[config.mk]
export PLATFORM = sky130hd
export DESIGN_NAME = decode_stage
export DESIGN_NICKNAME = d
export VERILOG_FILES = /design/src/rtl/riscv_pkg.sv /design/src/rtl/decode_comb.sv /design/src/rtl/decode_stage.sv
export SDC_FILE = /design/constraint.sdc
export NUM_CORES = 1
export LEC_CHECK = 0
export BUFFER_PORTS_ARGS = -buffer_cell sky130_fd_sc_hd__buf_2
export CORE_MARGIN = 8
export CORE_UTILIZATION = 52
export CTS_CLUSTER_SIZE = 20
export DETAILED_ROUTE_END_ITERATION = 8
export GPL_TIMING_DRIVEN = 0
export PLACE_DENSITY = 0.85
export SLEW_MARGIN = 0
export SYNTH_ARGS = -nofsm -noshare
export SYNTH_HDL_FRONTEND = slang
export SYNTH_HIERARCHICAL = 1
export SYNTH_SLANG_ARGS = --single-unit
export TNS_END_PERCENT = 5
[constraint.sdc]
create_clock -name clk -period 2.2 [get_ports clk]
set_input_delay 0 -clock clk [delete_from_list [all_inputs] [get_ports clk]]
set_output_delay 0 -clock clk [all_outputs]
set_load 0.005 [all_outputs]
[src/rtl/riscv_pkg.sv]
// Shared RV32I decode types: opcodes, ALU operations, immediate formats and
// the decoded-instruction bundle passed from decode to register-read/execute.
package riscv_pkg;

  localparam logic [6:0] OPC_LUI    = 7'b0110111;
  localparam logic [6:0] OPC_AUIPC  = 7'b0010111;
  localparam logic [6:0] OPC_JAL    = 7'b1101111;
  localparam logic [6:0] OPC_JALR   = 7'b1100111;
  localparam logic [6:0] OPC_BRANCH = 7'b1100011;
  localparam logic [6:0] OPC_LOAD   = 7'b0000011;
  localparam logic [6:0] OPC_STORE  = 7'b0100011;
  localparam logic [6:0] OPC_OP_IMM = 7'b0010011;
  localparam logic [6:0] OPC_OP     = 7'b0110011;
  localparam logic [6:0] OPC_FENCE  = 7'b0001111;
  localparam logic [6:0] OPC_SYSTEM = 7'b1110011;

  localparam logic [6:0] F7_BASE = 7'b0000000;
  localparam logic [6:0] F7_ALT  = 7'b0100000;
  localparam logic [6:0] F7_MULDIV = 7'b0000001;

  typedef enum logic [4:0] {
    ALU_ADD    = 5'd0,
    ALU_SUB    = 5'd1,
    ALU_SLL    = 5'd2,
    ALU_SLT    = 5'd3,
    ALU_SLTU   = 5'd4,
    ALU_XOR    = 5'd5,
    ALU_SRL    = 5'd6,
    ALU_SRA    = 5'd7,
    ALU_OR     = 5'd8,
    ALU_AND    = 5'd9,
    ALU_PASS_B = 5'd10,
    ALU_MUL    = 5'd11,
    ALU_MULH   = 5'd12,
    ALU_MULHSU = 5'd13,
    ALU_MULHU  = 5'd14,
    ALU_DIV    = 5'd15,
    ALU_DIVU   = 5'd16,
    ALU_REM    = 5'd17,
    ALU_REMU   = 5'd18
  } alu_op_t;

  typedef enum logic [2:0] {
    IMM_I    = 3'd0,
    IMM_S    = 3'd1,
    IMM_B    = 3'd2,
    IMM_U    = 3'd3,
    IMM_J    = 3'd4,
    IMM_NONE = 3'd5
  } imm_fmt_t;

  typedef struct packed {
    logic [31:0] pc;
    logic [4:0]  rs1;
    logic [4:0]  rs2;
    logic [4:0]  rd;
    logic [31:0] imm;
    logic [2:0]  funct3;
    alu_op_t     alu_op;
    logic        reg_write;
    logic        mem_read;
    logic        mem_write;
    logic        branch;
    logic        jump;
    logic        alu_src_imm;
    logic        illegal;
  } decoded_t;

  function automatic logic [31:0] gen_imm(input logic [31:0] inst, input imm_fmt_t fmt);
    logic [31:0] imm;
    case (fmt)
      IMM_I:   imm = {{20{inst[31]}}, inst[31:20]};
      IMM_S:   imm = {{20{inst[31]}}, inst[31:25], inst[11:7]};
      IMM_B:   imm = {{19{inst[31]}}, inst[31], inst[7], inst[30:25], inst[11:8], 1'b0};
      IMM_U:   imm = {inst[31:12], 12'h000};
      IMM_J:   imm = {{11{inst[31]}}, inst[31], inst[19:12], inst[20], inst[30:21], 1'b0};
      default: imm = 32'h0000_0000;
    endcase
    return imm;
  endfunction

endpackage

[src/rtl/decode_comb.sv]
// Purely combinational RV32I instruction decoder. RV32M encodings on OP are
// decoded only when DECODE_RV32M_EN is defined; otherwise they are illegal.
module decode_comb
  import riscv_pkg::*;
(
  input  logic [31:0] inst,
  input  logic [31:0] pc,
  output decoded_t    dec
);

  logic [6:0] opcode;
  logic [6:0] funct7;
  logic [2:0] f3;
  imm_fmt_t   fmt;
  alu_op_t    op;
  logic use_rs1, use_rs2, use_rd, shamt_imm, bad;
  logic wr, mrd, mwr, br, jmp, src_imm;

  assign opcode = inst[6:0];
  assign funct7 = inst[31:25];
  assign f3     = inst[14:12];

  // Opcode/funct decode into format, operation and raw control intent.
  always_comb begin
    fmt = IMM_NONE;
    op = ALU_ADD;
    use_rs1 = 1'b0; use_rs2 = 1'b0; use_rd = 1'b0;
    shamt_imm = 1'b0; bad = 1'b0;
    wr = 1'b0; mrd = 1'b0; mwr = 1'b0; br = 1'b0; jmp = 1'b0; src_imm = 1'b0;
    case (opcode)
      OPC_LUI:   begin fmt = IMM_U; use_rd = 1'b1; wr = 1'b1; src_imm = 1'b1; op = ALU_PASS_B; end
      OPC_AUIPC: begin fmt = IMM_U; use_rd = 1'b1; wr = 1'b1; src_imm = 1'b1; end
      OPC_JAL:   begin fmt = IMM_J; use_rd = 1'b1; wr = 1'b1; jmp = 1'b1; src_imm = 1'b1; end
      OPC_JALR: begin
        fmt = IMM_I; use_rs1 = 1'b1; use_rd = 1'b1; wr = 1'b1; jmp = 1'b1; src_imm = 1'b1;
        bad = (f3 != 3'b000);
      end
      OPC_BRANCH: begin
        fmt = IMM_B; use_rs1 = 1'b1; use_rs2 = 1'b1; br = 1'b1;
        case (f3)
          3'b000, 3'b001: op = ALU_SUB;
          3'b100, 3'b101: op = ALU_SLT;
          3'b110, 3'b111: op = ALU_SLTU;
          default:        bad = 1'b1;
        endcase
      end
      OPC_LOAD: begin
        fmt = IMM_I; use_rs1 = 1'b1; use_rd = 1'b1; wr = 1'b1; mrd = 1'b1; src_imm = 1'b1;
        case (f3)
          3'b000, 3'b001, 3'b010, 3'b100, 3'b101: bad = 1'b0;
          default:                                bad = 1'b1;
        endcase
      end
      OPC_STORE: begin
        fmt = IMM_S; use_rs1 = 1'b1; use_rs2 = 1'b1; mwr = 1'b1; src_imm = 1'b1;
        bad = (f3 > 3'd2);
      end
      OPC_OP_IMM: begin
        fmt = IMM_I; use_rs1 = 1'b1; use_rd = 1'b1; wr = 1'b1; src_imm = 1'b1;
        case (f3)
          3'b000: op = ALU_ADD;
          3'b010: op = ALU_SLT;
          3'b011: op = ALU_SLTU;
          3'b100: op = ALU_XOR;
          3'b110: op = ALU_OR;
          3'b111: op = ALU_AND;
          3'b001: begin op = ALU_SLL; shamt_imm = 1'b1; bad = (funct7 != F7_BASE); end
          3'b101: begin
            shamt_imm = 1'b1;
            if (funct7 == F7_BASE) begin
              op = ALU_SRL;
            end else if (funct7 == F7_ALT) begin
              op = ALU_SRA;
            end else begin
              bad = 1'b1;
            end
          end
          default: bad = 1'b1;
        endcase
      end
      OPC_OP: begin
        use_rs1 = 1'b1; use_rs2 = 1'b1; use_rd = 1'b1; wr = 1'b1;
        if (funct7 == F7_BASE) begin
          case (f3)
            3'b000:  op = ALU_ADD;
            3'b001:  op = ALU_SLL;
            3'b010:  op = ALU_SLT;
            3'b011:  op = ALU_SLTU;
            3'b100:  op = ALU_XOR;
            3'b101:  op = ALU_SRL;
            3'b110:  op = ALU_OR;
            default: op = ALU_AND;
          endcase
        end else if (funct7 == F7_ALT) begin
          case (f3)
            3'b000:  op = ALU_SUB;
            3'b101:  op = ALU_SRA;
            default: bad = 1'b1;
          endcase
        end else if (funct7 == F7_MULDIV) begin
`ifdef DECODE_RV32M_EN
          case (f3)
            3'b000:  op = ALU_MUL;
            3'b001:  op = ALU_MULH;
            3'b010:  op = ALU_MULHSU;
            3'b011:  op = ALU_MULHU;
            3'b100:  op = ALU_DIV;
            3'b101:  op = ALU_DIVU;
            3'b110:  op = ALU_REM;
            default: op = ALU_REMU;
          endcase
`else
          bad = 1'b1;
`endif
        end else begin
          bad = 1'b1;
        end
      end
      OPC_FENCE:  bad = (f3 != 3'b000);
      // ECALL/EBREAK and CSR accesses are not executed by this core.
      OPC_SYSTEM: begin fmt = IMM_I; bad = 1'b1; end
      default:    bad = 1'b1;
    endcase
    if ((inst[1:0] != 2'b11) || (inst == 32'h0000_0000)) begin
      bad = 1'b1;
    end else begin
      bad = bad;
    end
  end

  // Assemble the output bundle; illegal instructions keep fields but lose side effects.
  always_comb begin
    dec = '0;
    dec.pc          = pc;
    dec.rs1         = use_rs1 ? inst[19:15] : 5'd0;
    dec.rs2         = use_rs2 ? inst[24:20] : 5'd0;
    dec.rd          = use_rd  ? inst[11:7]  : 5'd0;
    dec.imm         = shamt_imm ? {27'd0, inst[24:20]} : gen_imm(inst, fmt);
    dec.funct3      = f3;
    dec.alu_op      = op;
    dec.reg_write   = wr && !bad && (dec.rd != 5'd0);
    dec.mem_read    = mrd && !bad;
    dec.mem_write   = mwr && !bad;
    dec.branch      = br && !bad;
    dec.jump        = jmp && !bad;
    dec.alu_src_imm = src_imm;
    dec.illegal     = bad;
  end

endmodule

[src/rtl/decode_stage.sv]
// RV32I decode pipeline stage: output register plus one-entry skid buffer,
// registered in_ready and synchronous flush. Optional RV32M via DECODE_RV32M_EN.
module decode_stage
  import riscv_pkg::*;
#(
  parameter int XLEN = 32
) (
  input  logic            clk,
  input  logic            reset,
  input  logic            flush,
  input  logic            in_valid,
  output logic            in_ready,
  input  logic [XLEN-1:0] inst,
  input  logic [XLEN-1:0] pc,
  output logic            out_valid,
  input  logic            out_ready,
  output logic [XLEN-1:0] out_pc,
  output logic [4:0]      rs1,
  output logic [4:0]      rs2,
  output logic [4:0]      rd,
  output logic [XLEN-1:0] imm,
  output logic [2:0]      funct3,
  output logic [4:0]      alu_op,
  output logic            reg_write,
  output logic            mem_read,
  output logic            mem_write,
  output logic            branch,
  output logic            jump,
  output logic            alu_src_imm,
  output logic            illegal
);

  decoded_t dec;
  decoded_t out_d, out_q, skid_d, skid_q;
  logic out_valid_d, out_valid_q;
  logic skid_valid_d, skid_valid_q;
  logic in_ready_d, in_ready_q;
  logic in_fire, out_fire;

  decode_comb u_decode_comb (
    .inst (inst),
    .pc   (pc),
    .dec  (dec)
  );

  assign in_fire  = in_valid && in_ready_q;
  assign out_fire = out_valid_q && out_ready;

  // Next-state for OUT/SKID; SKID only fills while OUT is held, and drains first.
  always_comb begin
    out_d        = out_q;
    out_valid_d  = out_valid_q;
    skid_d       = skid_q;
    skid_valid_d = skid_valid_q;
    if (flush) begin
      out_valid_d  = 1'b0;
      skid_valid_d = 1'b0;
    end else if (out_fire || !out_valid_q) begin
      if (skid_valid_q) begin
        out_d        = skid_q;
        out_valid_d  = 1'b1;
        skid_valid_d = 1'b0;
      end else if (in_fire) begin
        out_d       = dec;
        out_valid_d = 1'b1;
      end else begin
        out_valid_d = 1'b0;
      end
    end else if (in_fire) begin
      skid_d       = dec;
      skid_valid_d = 1'b1;
    end else begin
      skid_valid_d = skid_valid_q;
    end
    in_ready_d = !skid_valid_d;
  end

  // State registers with synchronous reset.
  always_ff @(posedge clk) begin
    if (reset) begin
      out_q        <= '0;
      skid_q       <= '0;
      out_valid_q  <= 1'b0;
      skid_valid_q <= 1'b0;
      in_ready_q   <= 1'b1;
    end else begin
      out_q        <= out_d;
      skid_q       <= skid_d;
      out_valid_q  <= out_valid_d;
      skid_valid_q <= skid_valid_d;
      in_ready_q   <= in_ready_d;
    end
  end

  assign in_ready    = in_ready_q;
  assign out_valid   = out_valid_q;
  assign out_pc      = out_q.pc;
  assign rs1         = out_q.rs1;
  assign rs2         = out_q.rs2;
  assign rd          = out_q.rd;
  assign imm         = out_q.imm;
  assign funct3      = out_q.funct3;
  assign alu_op      = out_q.alu_op;
  assign reg_write   = out_q.reg_write;
  assign mem_read    = out_q.mem_read;
  assign mem_write   = out_q.mem_write;
  assign branch      = out_q.branch;
  assign jump        = out_q.jump;
  assign alu_src_imm = out_q.alu_src_imm;
  assign illegal     = out_q.illegal;

endmodule

==> results of run 1 <==
## layout make-up
type | instances | area [um2]
tap | 270 | 338
inverter | 103 | 387
timing repair buffer | 173 | 1100
clock buffer | 18 | 439
antenna | 6 | 15.0
sequential | 191 | 3820
fill | 1673 | 7450
multi-input combinational | 757 | 5620
clock inverter | 14 | 164
buffer | 151 | 830
## cell usage after synthesis, drive strengths merged (3+ instances only)
master,instances,area share
nand2b,194,0.11
dfxtp,191,0.36
inv,103,0.036
a211oi,97,0.068
nor4,96,0.056
mux2,94,0.099
mux2i,94,0.088
buf,80,0.052
clkbuf,71,0.025
nand2,35,0.012
a21oi,28,0.014
nor2,20,0.0073
and2,12,0.0070
o21ai,11,0.0052
nor3,8,0.0042
nor3b,8,0.0056
nor2b,7,0.0041
or3,6,0.0040
a22o,5,0.0041
nand3,4,0.0019
a22oi,3,0.0021
or4,3,0.0025
xor2,3,0.0025
## worst max-delay path by stage
| stage | from | end | depth (start not counted) |
|---|---|---|---|
| 6_report | out_valid | skid_q[75] | 5 |
| 5_1_grt | skid_valid_q | imm[16] | 6 |
| 4_1_cts | inst[2] | imm[13] | 11 |
| 3_5_place_dp | inst[2] | imm[13] | 11 |
| 3_3_place_gp | inst[2] | imm[17] | 11 |
| 2_1_floorplan | inst[5] | illegal | 8 |
## cell families (layout without fill, tap and decap cells)
family / count (synthesis) / after routing / share of synthesized area
buffers and inverters: 254 / 459 / 0.114
XOR/XNOR: 4 / 4 / 0.00329
AND/OR/NAND/NOR: 399 / 399 / 0.225
multiplexers: 188 / 188 / 0.188
flip-flops: 191 / 191 / 0.359
other: 1 / 7 / 0.000352
AO/OA/AOI/OAI: 165 / 165 / 0.111
## state kept, by name (all words and copies together), names as in the netlist, 3 cells and up
signal / count
rs1: 5
funct3: 3
imm: 32
out_pc: 32
rd: 5
alu_op: 5
rs2: 5
skid_q: 94
## through the flow
step	cells	setup TNS, ns	util	hold WS (ns)	worst slack [ns]
3_3_place_gp	1599	-6.25	0.576	0.280	-0.370
6_report	1683	0	0.630	0.0129	0.0880
4_1_cts	1677	0	0.629	0.00550	0.0440
3_5_place_dp	1599	-8.15	0.576	0.289	-0.404
2_1_floorplan	1202	0	-	0.232	0.165
5_1_grt	1683	-0.0727	0.630	0.0154	-0.0364
## worst reg2reg max path, stage by stage, from the launching register on
cell and delay, ns:
dfxtp_1 0.35, nand2b_1 0.13, nor3_1 0.61, buf_2 0.41, buf_4 0.28, mux2i_1 0.26
## per-layer routing
layer	vias to the layer above	routed length [um]
met5	-	13
met4	2	1360
met3	94	1860
met2	363	14400
met1	4424	13200
li1	4508	-
## placed cells by master (no fill, tap or decap), drive strengths merged, types with 7 or more instances in the layout
master / count
buf: 206
nand2b: 194
dfxtp: 191
inv: 105
a211oi: 97
nor4: 96
mux2: 94
mux2i: 94
clkbuf: 90
dlygate4sd3: 46
nand2: 35
a21oi: 28
nor2: 20
and2: 12
o21ai: 11
nor3b: 8
nor3: 8
nor2b: 7
## report_power, final
group | switching, mW | total [mW] | internal (mW) | leakage, nW
sequential | 0.0588 | 3.64 | 3.58 | 1.56
clock | 1.43 | 3.25 | 1.82 | 0.292
combinational | 0.564 | 1.05 | 0.488 | 2.89
total | 2.05 | 7.93 | 5.88 | 4.74
## timing repair
action	4_1_cts	5_1_grt
setup endpoints to repair	0	22
resized for setup	0	6
hold endpoints to repair	47	0
hold buffers	46	0
==> results.md, run 1 <==
* CTS H-tree lvls at 4
* CTS Buf Count at 17
* Clk slew on worst S/H paths at approximately 0.07 ns
* Hold Violations, Final at 0
* Max Clock Skew at 0.0108 ns
* 1st-iter DRT viols at 704
* Avg Synthesized Cell Area at 8.86 um2
* Global Route met2 Usage at 0.382
* Vias at around 9400
* Post-synth cell types at 58
* R2R Setup Slk at 0.09 ns
* Synth Warn # at 6
* Leakage power at ~4.7 nW
* Unrepaired setup endpoints after global routing: yes
* # port buffers at 127
* Crit Reg-Reg Startpoint: out_valid
* Core Region at between 0.02 and 0.025 mm2
* Vias in the first global route at 9518
* Critical path capture point type: flop
* Area growth syn-to-layout at 19.4%
* Slowest stage cell on the critical path: nor3_1
* Path depth of the worst reg2reg path at 5
* Post-DRT Antenna Nets at 0
* Slew @ Worst Pin at 0.794 ns
* Initial core utilization at 0.528
* Hold Crit Depth at 4
* Max Cap Violations at 0
* GRT overflow at 0
* Worst path max stage delay at about 0.6 ns
* Die width at 159 um
* Crit path DAT at 2.46 ns
* Period utilization at 0.960
* Worst Hold Path EP: skid_q[22]
* RePlAce Congestion at 0.911
* CTS root buf: clkbuf_16
* Fmax at 473 MHz
* Area post-placement at 0.0116 mm2
* Initial antenna violation count at 7
* Worst setup SP type: flop
* Clock Latency Late Sink at 0.44 ns
* Fraction of layout cells with a size suffix above 1 at 0.244
* DR pass1 iterations at 5
* Hpwl dp at 21800 um
* Post-CTS Setup Bufs at 0
* Num ports at 165
* Fin crit period at 2.11 ns
* DR vias/cell at 5.58
* Post-synth EDFFs at 0
* Cells along the critical path: nand2b_1 -> nor3_1 -> buf_2 -> buf_4 -> mux2i_1
* Final Power at slightly below 8 mW
* Clock Sinks at approximately 190
* DR WL/cell at 18.3 um
* Critical R2R Capture: skid_q[75]
* Global route hottest layer: met2
* Clock Tree Buf Depth at 2
* Post-synth ARST share at 0
* Overall routing resource usage at 0.236
* Crit Path Max Fanout at 10
* # DRC at 0
* Buf/Inv on CP at 2
* Power per cell area at 624 mW/mm2
* Die footprint at about 0.025 mm2
* Worst vdd ir at 493 uV
* Mapped Area at between 0.01 and 0.015 mm2
* Largest net degree at the start of global routing at 17
* Final Setup Violations at 0
* Syn_nets at 1271
* Die Height at between 150 and 200 um
* Met1 GRT Util at 0.289
* WS Path Type: reg -> reg
* Crit-path leading delay family: simple AND/OR/NAND/NOR gates
* Final nets at 1463
* Max-slew violations at 0
* Max_slew headroom at 0.471
* Required time of the critical path at ~2.6 ns
* Sequential fraction of the synthesis area at 0.359
* Final Cell Area at about 0.013 mm2
* Row count at between 50 and 60
* Hold Crit Start: inst[27]
* Outcome: complete, no violations
* Flops & latches, synth at between 150 and 200
* First-pass GRT wire length at 49600 um
* Prevailing post-synth register cell: dfxtp_1
* DRT Wirelength at 30800 um
* Met3 Use GR at 0.0535
* Mapped Cells at 1202
* Class of the worst hold path: in -> reg
* TritonCTS clock tree: done
Power figures use the tool's default switching activity.
==> run 2: changes to the inputs <==
- BUFFER_PORTS_ARGS: -buffer_cell sky130_fd_sc_hd__buf_2 -> default
- CORE_UTILIZATION: 52 -> 58
- DONT_BUFFER_PORTS: default -> 1
- PLACE_DENSITY: 0.85 -> 0.84
- REMOVE_ABC_BUFFERS: default -> 1
- SLEW_MARGIN: 0 -> 20
==> run 2 against run 1 <==
The run now ends with setup timing left. Maximum frequency decreased by 5.6%. Flip-flop and latch count unchanged. Final cell count fell by 8.0%. Sequential power grew 1%. Core utilization up 11 points. Worst setup slack lost 0.13 ns. Largest power group unchanged.
==> results.md, run 2 (synthesis results as in run 1) <==
* Setup ws final at -0.0374 ns
* Placed insts at 1304
* First-pass GRT wire length at 52300 um
* Max-slew violations at 0
* Largest net degree at the start of global routing at 156
* Hold Crit Start: pc[0]
* CTS Buf Count at 17
* Combinational share of power at 0.109
* Worst setup SP type: flop
* Sw frac at 0.252
* Period utilization at 1.02
* Most common cell after layout, fill and taps aside: dlygate4sd3_1
* Final Setup Violations at 2
* DRT Wirelength at 33000 um
* Internal power at around 5.8 mW
* Core Region at approximately 0.018 mm2
* Max_slew headroom at 0.352
* Fin crit period at 2.24 ns
* Hpwl dp at 16700 um
* Final Power at 7.78 mW
* Vias at 9433
* Crit Path Max Fanout at 49
* Max Cap Violations at 0
* Clock Sinks at about 190
* DR pass1 iterations at 6
* Num ports at between 150 and 200
* Leakage power at 4.42 nW
* Power share of the clock group at 0.417
* CTS H-tree lvls at 4
* Hold Violations, Final at 0
* # diodes at 0
* Slowest stage cell on the critical path: dfxtp_4
* DR vias/cell at 6.09
* 1st-iter DRT viols at 753
* Critical path capture point type: flop
* Worst vdd ir at ~570 uV
* Crit-path leading delay family: flip-flops
* Initial antenna violation count at 0
* WS Path Type: reg -> reg
* Clk slew on worst S/H paths at 0.07 ns
* Initial core utilization at 0.593
* Fmax at 447 MHz
* Vias in the first global route at 9869
* Clock Tree Buf Depth at 2
* Post-DRT Antenna Nets at 0
* Cells along the critical path: a21oi_4 -> buf_16 -> or3_4 -> buf_12 -> a211oi_2
* Area growth syn-to-layout at 25.6%
* CTS root buf: clkbuf_16
* Failing checks: setup timing
* P_sw at 1.96 mW
* Path depth of the worst reg2reg path at 5
* TritonCTS clock tree: done
* Fraction of layout cells with a size suffix above 1 at 0.136
* Die Height at 152 um
* Class of the worst hold path: in -> reg
* Buf/Inv on CP at 2
* Crit Reg-Reg Startpoint: skid_valid_q
* Post-Layout Cell Count at 1548
* Hold Crit Depth at 3
* Row count at 49
* Largest Register: skid_q
* R2R Setup Slk at -0.04 ns
* Required time of the critical path at 2.53 ns
* Outcome: finished, violations left
* Clock Latency Late Sink at roughly 0.43 ns
* Worst Hold Path EP: out_pc[0]
* Max Clock Skew at 0.0126 ns
* Die footprint at 0.0230 mm2
* Sequential power share at 0.474
* Overall routing resource usage at 0.286
* FILL cells at 1177
* # DRC at 0
* Worst path max stage delay at 0.57 ns
* Crit path DAT at 2.56 ns
* Max reg flops at 94
* Die width at 152 um
* Power per cell area at 581 mW/mm2
* DR WL/cell at roughly 21 um
* Most frequent cells in the layout: dlygate4sd3_1, nand2b_1, dfxtp_1
* RePlAce Congestion at 0.810
* Final nets at around 1400
* Critical R2R Capture: rs2[4]
* Unrepaired setup endpoints after global routing: yes
* Slew @ Worst Pin at 0.968 ns
* # port buffers at 0
* GRT overflow at 0
-- run 2: cell types whose count changed in the layout (fill, tap and decap cells not counted), sizes merged --
| cell | before | now |
|---|---|---|
| nor2b | 7 | 8 |
| or3 | 6 | 7 |
| inv | 105 | 106 |
| clkbuf | 90 | 22 |
| clkinv | 6 | 2 |
| buf | 206 | 29 |
| diode | 6 | 0 |
| dlygate4sd3 | 46 | 205 |
| bufinv | 3 | 2 |
-- run 2: power by group through the flow --
| stage | registers [mW] | clock network [mW] | logic [mW] |
|---|---|---|---|
| 2_1_floorplan | 3.73 | 0 | 0.443 |
| 3_3_place_gp | 3.77 | 0 | 0.519 |
| 3_5_place_dp | 3.76 | 0 | 0.565 |
| 4_1_cts | 3.69 | 3.24 | 0.806 |
| 5_1_grt | 3.70 | 3.41 | 0.914 |
| 6_report | 3.69 | 3.24 | 0.852 |
-- run 2: worst max-delay path by stage --
| stage | startpoint | to | slack [ns] | depth (start not counted) |
|---|---|---|---|---|
| after floorplan | in_ready | skid_q[0] | -8.10 | 3 |
| after global placement | in_ready | skid_q[29] | -12.09 | 3 |
| after detailed placement | inst[3] | imm[8] | -0.62 | 9 |
| after CTS | inst[3] | imm[6] | 0.03 | 9 |
| after global routing | skid_valid_q | imm[20] | -0.05 | 5 |
| final | skid_valid_q | rs2[4] | -0.04 | 5 |
-- run 2: worst register-to-register path, cell delays in order, from the launching register on --
cell	delay, ns
dfxtp_4	0.57
a21oi_4	0.17
buf_16	0.21
or3_4	0.56
buf_12	0.27
a211oi_2	0.36
-- run 2: metal layers --
| metal | global-route usage | vias up | share of wire |
|---|---|---|---|
| li1 | - | 4347 | - |
| met1 | 0.334 | 4579 | 0.39 |
| met2 | 0.491 | 420 | 0.49 |
| met3 | 0.0621 | 87 | 0.081 |
| met4 | 0.140 | 0 | 0.035 |
| met5 | 0 | - | 0 |
-- run 2: repair_timing --
action	CTS	global route
resized for setup	3	21
cloned	2	0
pin swaps	2	2
hold buffers	207	0
endpoints found under the hold margin	191	0
setup buffers	3	1
setup endpoints to repair	137	93
-- run 2: metrics by stage --
stage	hold slack (ns)	worst slack, ns	TNS, ns	util	cell area, um2
CTS	0.00622	0.0336	0	0.740	13300
global route	0.0192	-0.0545	-0.498	0.745	13400
finish	0.0314	-0.0374	-0.0387	0.745	13400
global placement	0.0931	-12.09	-1913.53	0.563	10100
detailed placement	0.0899	-0.616	-33.32	0.585	10500
floorplan	0.0728	-8.10	-1108.90	-	9830
-- run 2: final cells by class --
type	instances	area, um2	share of cell area
clock buffers	22	484	0.0362
clock inverters	10	123	0.00916
inverters	103	387	0.0289
multi-input cells	759	5720	0.427
flip-flops and latches	191	3830	0.286
well taps	229	287	0.0214
repair buffers	234	2550	0.191
